## src/rtl/xbar_slave_mem.sv

```systemverilog
// xbar_slave_mem: slave-side responder for the 2x2 crossbar request/ack bus.
// Captures a single-beat read or write, waits WAIT cycles, performs the
// access on a local register-file memory and returns a one-cycle ack.
// A DONE guard cycle after ACK keeps a still-held req from double-acking.
module xbar_slave_mem #(
  parameter int unsigned AW   = 4,
  parameter int unsigned DW   = 8,
  parameter int unsigned WAIT = 1,
  parameter logic        N    = 1'b0
) (
  input  logic          clk,
  input  logic          reset,
  input  logic          req,
  input  logic          cmd,
  input  logic [AW-1:0] addr,
  input  logic [DW-1:0] wdata,
  output logic          ack,
  output logic [DW-1:0] rdata,
  output logic          busy
);

  // The wait counter is 4 bits wide; N is a one-bit informational index.
  if (WAIT > 15 || $bits(N) != 1) begin : g_param_chk
    $error("xbar_slave_mem: WAIT=%0d exceeds 15", WAIT);
  end

  localparam int unsigned DEPTH     = 1 << AW;
  localparam logic [3:0]  WAIT_LOAD = (WAIT == 0) ? 4'd0 : 4'(WAIT - 1);

  typedef enum logic [1:0] {
    ST_IDLE,
    ST_WAIT,
    ST_ACK,
    ST_DONE
  } state_t;

  state_t          state_q, state_d;
  logic [3:0]      cnt_q, cnt_d;
  logic            cmd_q, cmd_d;
  logic [AW-1:0]   addr_q, addr_d;
  logic [DW-1:0]   wdata_q, wdata_d;
  logic [DW-1:0]   rdata_q, rdata_d;
  logic            mem_we;
  logic [DW-1:0]   mem_q [DEPTH];

  // Next-state, capture and access-commit decode.
  // The commit uses the *_d capture values so that WAIT=0 (IDLE straight to
  // ACK) commits the request sampled on that same edge.
  always_comb begin
    state_d = state_q;
    cnt_d   = cnt_q;
    cmd_d   = cmd_q;
    addr_d  = addr_q;
    wdata_d = wdata_q;
    case (state_q)
      ST_IDLE: begin
        if (req) begin
          cmd_d   = cmd;
          addr_d  = addr;
          wdata_d = wdata;
          if (WAIT == 0) begin
            state_d = ST_ACK;
          end else begin
            cnt_d   = WAIT_LOAD;
            state_d = ST_WAIT;
          end
        end
      end
      ST_WAIT: begin
        if (!req) begin
          state_d = ST_IDLE;
        end else if (cnt_q == 4'd0) begin
          state_d = ST_ACK;
        end else begin
          cnt_d = cnt_q - 4'd1;
        end
      end
      ST_ACK:  state_d = ST_DONE;
      ST_DONE: state_d = ST_IDLE;
      default: state_d = ST_IDLE;
    endcase

    mem_we  = reset && (state_d == ST_ACK) && (state_q != ST_ACK) && cmd_d;
    rdata_d = rdata_q;
    if ((state_d == ST_ACK) && (state_q != ST_ACK) && !cmd_d) begin
      rdata_d = mem_q[addr_d];
    end
  end

  // Control and capture registers; reset abandons any access in flight.
  always_ff @(posedge clk) begin
    if (!reset) begin
      state_q <= ST_IDLE;
      cnt_q   <= '0;
      cmd_q   <= 1'b0;
      addr_q  <= '0;
      wdata_q <= '0;
      rdata_q <= '0;
    end else begin
      state_q <= state_d;
      cnt_q   <= cnt_d;
      cmd_q   <= cmd_d;
      addr_q  <= addr_d;
      wdata_q <= wdata_d;
      rdata_q <= rdata_d;
    end
  end

  // Register-file memory; contents are not reset.
  always_ff @(posedge clk) begin
    if (mem_we) begin
      mem_q[addr_d] <= wdata_d;
    end
  end

  assign ack   = (state_q == ST_ACK);
  assign busy  = (state_q != ST_IDLE);
  assign rdata = rdata_q;

endmodule

```

## config.mk

```make
export PLATFORM = sky130hd
export DESIGN_NAME = xbar_slave_mem
export DESIGN_NICKNAME = d
export VERILOG_FILES = /design/src/rtl/xbar_slave_mem.sv
export SDC_FILE = /design/constraint.sdc
export NUM_CORES = 1
export LEC_CHECK = 0
export CAP_MARGIN = 20
export CORE_ASPECT_RATIO = 1.25
export CORE_MARGIN = 2
export CORE_UTILIZATION = 45
export DETAILED_ROUTE_END_ITERATION = 6
export HOLD_SLACK_MARGIN = 0.12
export REMOVE_ABC_BUFFERS = 1
export SKIP_LAST_GASP = 1
export SYNTH_ARGS = -nofsm -noshare
export SYNTH_HDL_FRONTEND = slang
export SYNTH_SLANG_ARGS = --single-unit
```

## constraint.sdc

```tcl
create_clock -name clk -period 3.3 [get_ports clk]
set_clock_uncertainty 0.2 [all_clocks]
set_input_delay 0.66 -clock clk [delete_from_list [all_inputs] [get_ports clk]]
set_output_delay 0.66 -clock clk [all_outputs]
set_load 0.005 [all_outputs]
```

## Word-level counts from Yosys, hierarchy flattened

Memories as Yosys holds them, arrays and structs flattened. A register that Yosys moved wholly into a read port is not among the register bits.
Index checks and enable logic that the tools add are counted.

- Memory bits (read-only): 0
- Latch bits: 0
- Register bits after elaboration: 19
- Memories kept: 1
- RAM bits: 128

- Bitwise logic cells: 0
- Eq/ne operators: 8
- Multiplexer cells: 16
- $mul: 0
- Order comparisons: 0
- Shift operators: 0
- $add $sub $neg: 1
- Div/mod/pow operators: 0
- Reduce and logical (&&, ||, !) cells: 12

Memory list:

| memory | words | width | read ports | clocked after Yosys merged registers in | wr ports | line | text |
|---|---|---|---|---|---|---|---|
| mem_q | 16 | 8 | 1 | 1 | 1 | 44 | `logic [DW-1:0] mem_q [DEPTH];` |

Operators with widths:

| cell | number |
|---|---|
| $mux W4 | 5 |
| $mux W8 | 2 |
| $ne A2 B2 Y1 const B | 4 |
| $pmux W2 S4 | 1 |
| $pmux W4 S2 | 1 |
| $eq A2 B2 Y1 const B | 3 |
| $mux W2 | 3 |
| $logic_and A1 B1 Y1 | 5 |
| $logic_not A4 Y1 | 1 |
| $mux W1 | 4 |
| $reduce_and A4 Y1 | 1 |
| $reduce_bool A2 Y1 | 2 |
| $sub A4 B1 Y4 const B | 1 |
| $eq A2 B1 Y1 const B | 1 |
| $logic_not A1 Y1 | 2 |
| $logic_not A2 Y1 | 1 |

## Longest topological paths before layout

- Word-level depth: 10
- Gate-level depth with buffers: 10
- Gate-level depth less buffers: 8

## Worst setup path after synthesis

OpenSTA, ideal clock, no wires.

- Path type: input-to-reg
- From: input port req
- To: memory mem_q[0][0], enable pin
- Data arrival time: 2329 ps
- Data required time: 2730 ps
- Stages on the path: 6
- Setup time: 370 ps
- Setup slack: 401 ps
- Path through: nor3b_4 buf_2 mux2i_1 clkbuf_1 nand3_1 nor2_1

- Cells in the longest elaborated chain, start to end: 8
- Elaborated cells between the ends (all ways): 13
- Those cells by class: eq/ne: 1; mux: 9; reduce/logical: 3

Ends and longest elaborated chain:

| element | line | text |
|---|---|---|
| start: declaration | 13 | `input logic req,` |
| $mux W2 (on tied branches) | 70, 57 |  |
| $pmux W2 S4 | 55 | `case (state_q)` |
| $eq A2 B2 Y1 | 83 | `mem_we = reset && (state_d == ST_ACK) && (state_q != ST_ACK) && cmd_d;` |
| $logic_and A1 B1 Y1 (3 in a row) | 83 |  |
| $mux W1 | 111 | `if (mem_we) begin` |
| $mux W1 (implied by the code) | 112 | `mem_q[addr_d] <= wdata_d;` |
| end: declaration | 44 |  |

Parallel ways exist; a longest one is shown, timed or not.

## Worst setup path after layout

- From: input port req
- To: register rdata_q[5] (netlist: rdata[5]) (read register of mem_q)

- Cells in the longest elaborated chain, start to end: 5
- Elaborated cells between the ends (all ways): 11
- Those cells by class: eq/ne: 1; mux: 7; reduce/logical: 3

Ends and longest elaborated chain:

| element | line | text |
|---|---|---|
| $mux W2 (on tied branches) | 70, 57 |  |
| $pmux W2 S4 | 55 |  |
| $eq A2 B2 Y1 | 85 | `if ((state_d == ST_ACK) && (state_q != ST_ACK) && !cmd_d) begin` |
| $logic_and A1 B1 Y1 (2 in a row) | 85 |  |
| end: declaration | 42 | `logic [DW-1:0] rdata_q, rdata_d;` |

Parallel ways exist; a longest one is shown, timed or not.
A chain may end at the register's enable or synchronous reset.

==> out/summary.md <==
* 3844 — vias
* 0 ns — Setup Total Neg Slack
* 3.38 ns — required arrival time at the worst endpoint
* 14.1 um2 — Avg Synthesized Cell Area
* 5 — number of iterations in the first detailed-routing pass
* 31 — Max Fanout on Critical Path
* 0.47 ns — setup slack of the worst register-to-register path
* done — clock tree from TritonCTS
* 3.17 ns — minimum period implied by the final worst setup slack
* 45.8% — initial cell density of the core
* 14.2 mm — total routed wirelength
* 2.65 nW — leakage component of the power
* 0 — initial antenna violation count
* 0.06 ns — clock transition at the registers of the reported paths
* 155 — number of register bits inferred by synthesis
* 0 — GR Overflow Total
* 14900 um2 — Die Area
* 17 — CTS Buf Count
* 6280 um2 — cell area after synthesis
* 0 — setup-violating endpoint count in the final report
* sky130_fd_sc_hd__edfxtp_1 (61%), sky130_fd_sc_hd__dfxtp_1 (8.6%), sky130_fd_sc_hd__mux2i_1 (7.2%), sky130_fd_sc_hd__nand2_1 (3.7%), sky130_fd_sc_hd__mux4_2 (1.8%) — cell types occupying the most area after synthesis
* 0.51 ns — Worst path max stage delay
* in2reg — WS Path Type
* 4.46 mW — total chip power
* 9.68 mm — detailed placer's ending HPWL
* 21.1% — relative area change from synthesis to final layout
* 0 — number of max-slew violations in the final report
* 0 — number of antenna repair diodes
* sky130_fd_sc_hd__edfxtp_1 — top_reg_cell synth
* 155 — clock sink count
* 5.44 — vias per inst
* state_q[0] — reg2reg start
* 0.339 mV — Peak supply drop
* 0 — number of buffers inserted for hold repair after clock tree synthesis
* 0.889 — Routability Congestion
* 48 — number of core rows
* 4 — level count of the clock H-tree
* multiplexers — largest delay contributor family on the critical path
* complete, no violations — status
* 0 — number of max-capacitance violations reported
* 0.130 ns — Setup WS post-layout
* 674 — dpl cells
* 26 — Boundary Pins
* 96.1% — final critical-path share of the clock period
* 55.5% — core utilization of the finished layout
* -0.247 ns — pre-CTS worst setup slack
* 2 — Longest Clk Path Bufs
* 0% — fraction of synthesis flops using an asynchronous set or reset pin
* 20.5% — Overall Global Routing Usage
* cnt_q[1] — worst hold start
* 20.2 um — routed len/inst
* 136 um — die span in y
* 46 — number of distinct library cells after synthesis
* 0 — post-CTS setup repair buffer count
* 69.9% — sequential share of the synthesized area
* 6 — count of cells along the worst register-to-register path
* 0.706 ns — worst-margin pin slew
* 0.315 GHz — maximum achievable frequency
* 3.25 ns — data arrival time of the worst path
* 0 — number of warnings issued by yosys
* 61.2% — top-area cell type share of the netlist area
* 445 — number of cells produced by synthesis
* 706 — post-layout instance count excluding filler cells
* clkdlybuf4s50_1, nor3b_4, mux2_2, buf_12, mux4_2, a211oi_1, a21oi_1 — list of cells traversed by the critical path
* 0 — Post-CTS Resized
* no — unrepaired setup endpoints after global routing
* 257 — first-iteration detailed-routing DRC count
* 3999 — number of global-route vias before repair
* 7 — Levels on crit path
* 25 — number of I/O port buffers
* 22.1 mm — wire length of the first global-routing pass
* 110 um — die extent in x
* 17.1% — ratio of cells with drive above 1 in the final layout
* 128 — count of flip-flops with a built-in enable after synthesis
* rdata[5] — reg-to-reg endpoint
* 2 — Critical path buffers and inverters
* sky130_fd_sc_hd__edfxtp_1 — Yosys top cell by area
* 587 nW/um2 — ratio of total power to cell area
* 52.8% — max-slew headroom at the worst pin
* 0.41 ns — clock insertion delay at the later pin of the skew report
* 2 — hold path cells
* req — Worst setup startpoint
* 0 — number of hold violations in the final report
* sky130_fd_sc_hd__clkbuf_16 — clock root cell
* sky130_fd_sc_hd__clkdlybuf4s50_1 — master of the slowest instance on the critical path
* 0 — DRC viols
* 0 — Post-DRT Antenna Nets
* cnt_q[1] — hold-critical path endpoint
* 13700 um2 — total core area
* 32 — pin count of the biggest net entering global routing
* 536 — fin nets
* primary input — launching element type of the critical path
* reg2reg — Hold Path Class
* register — sort of element at the end of the critical path
## synth_stat cells, types with 4 or more instances
cell	instances
sky130_fd_sc_hd__o22ai_1	15
sky130_fd_sc_hd__clkbuf_1	8
sky130_fd_sc_hd__nor2_1	19
sky130_fd_sc_hd__nor2b_1	9
sky130_fd_sc_hd__a31oi_1	5
sky130_fd_sc_hd__mux4_2	5
sky130_fd_sc_hd__o21ai_0	19
sky130_fd_sc_hd__buf_4	5
sky130_fd_sc_hd__mux2i_1	45
sky130_fd_sc_hd__a21oi_1	21
sky130_fd_sc_hd__a211oi_1	6
sky130_fd_sc_hd__edfxtp_1	128
sky130_fd_sc_hd__nand3_1	6
sky130_fd_sc_hd__buf_2	5
sky130_fd_sc_hd__buf_6	4
sky130_fd_sc_hd__and2_1	12
sky130_fd_sc_hd__dfxtp_1	27
sky130_fd_sc_hd__nor3_1	5
sky130_fd_sc_hd__nand2_1	62
## stage by stage
stage               area (um2)  hold slack (ns)
finish                    7600            0.281
global route              7600            0.338
CTS                       7600            0.287
detailed placement        7040            0.279
global placement          7040            0.273
floorplan                 6130            0.254
## report_power, final
part           switching (mW)  total (mW)  internal [mW]
Combinational           0.276       0.474          0.198
Sequential             0.0194        2.19           2.17
Clock                   0.753        1.80           1.04
Total                    1.05        4.46           3.41
## final cells by class
cell class / instances / area [um2]
Inverter: 3 / 11.3
Clock buffer: 19 / 433
Tap cell: 175 / 219
Clock inverter: 13 / 120
Multi-Input combinational cell: 264 / 1740
Fill cell: 1143 / 6100
Sequential cell: 155 / 4380
Timing Repair Buffer: 77 / 691
## worst register-to-register path, delay by kind of cell (launching register included)
family,cells,cell delay [ns]
muxes,2,0.90
and+or+nand+nor,1,0.37
buffers and inverters,1,0.19
DFF,1,0.41
AOI/OAI and AO/OA,2,0.63
## kinds of logic (layout without fill, tap and decap cells)
kind of cell / Yosys count / in the layout / share of synthesized area (%)
DFF: 155 / 155 / 69.9
and+or+nand+nor: 129 / 129 / 9.79
AOI/OAI and AO/OA: 77 / 77 / 7.52
muxes: 54 / 54 / 9.73
buffers and inverters: 26 / 112 / 2.43
adders and majority gates: 2 / 2 / 0.399
xor gates and xnor gates: 2 / 2 / 0.279
## cells in the final DEF (no fill, tap or decap), drive strengths merged, types with 9 or more instances in the layout
master | Yosys | final
a21oi | 21 | 21
and2 | 12 | 12
buf | 15 | 52
clkbuf | 8 | 19
clkdlybuf4s50 | 0 | 25
dfxtp | 27 | 27
edfxtp | 128 | 128
mux2i | 46 | 46
nand2 | 62 | 62
nor2 | 19 | 19
nor2b | 9 | 9
o21ai | 19 | 19
o22ai | 15 | 15
## worst max path at each step
stage,to,slack [ns]
3_5_place_dp,rdata[5],-0.25
4_1_cts,rdata[5],0.18
6_report,rdata[5],0.13
2_1_floorplan,mem_q[7][0],-0.18
3_3_place_gp,rdata[5],-0.17
5_1_grt,rdata[5],0.10
## sequential cells by signal (all words and copies together), names as in the netlist
register / flops
mem_q: 128
rdata: 8
wdata_q: 8
addr_q: 4
cnt_q: 4
state_q: 2
cmd_q: 1
## layer usage
| metal | GRT usage, % | vias up | share of wire, % | wire (um) |
|---|---|---|---|---|
| li1 | - | 1812 | - | - |
| met3 | 4.17 | 21 | 3.8 | 539 |
| met4 | 8.79 | 0 | 2.7 | 379 |
| met5 | 0 | - | 0 | 0 |
| met1 | 25.8 | 1909 | 42 | 5950 |
| met2 | 34.3 | 102 | 52 | 7370 |
Power figures use the tool's default switching activity.
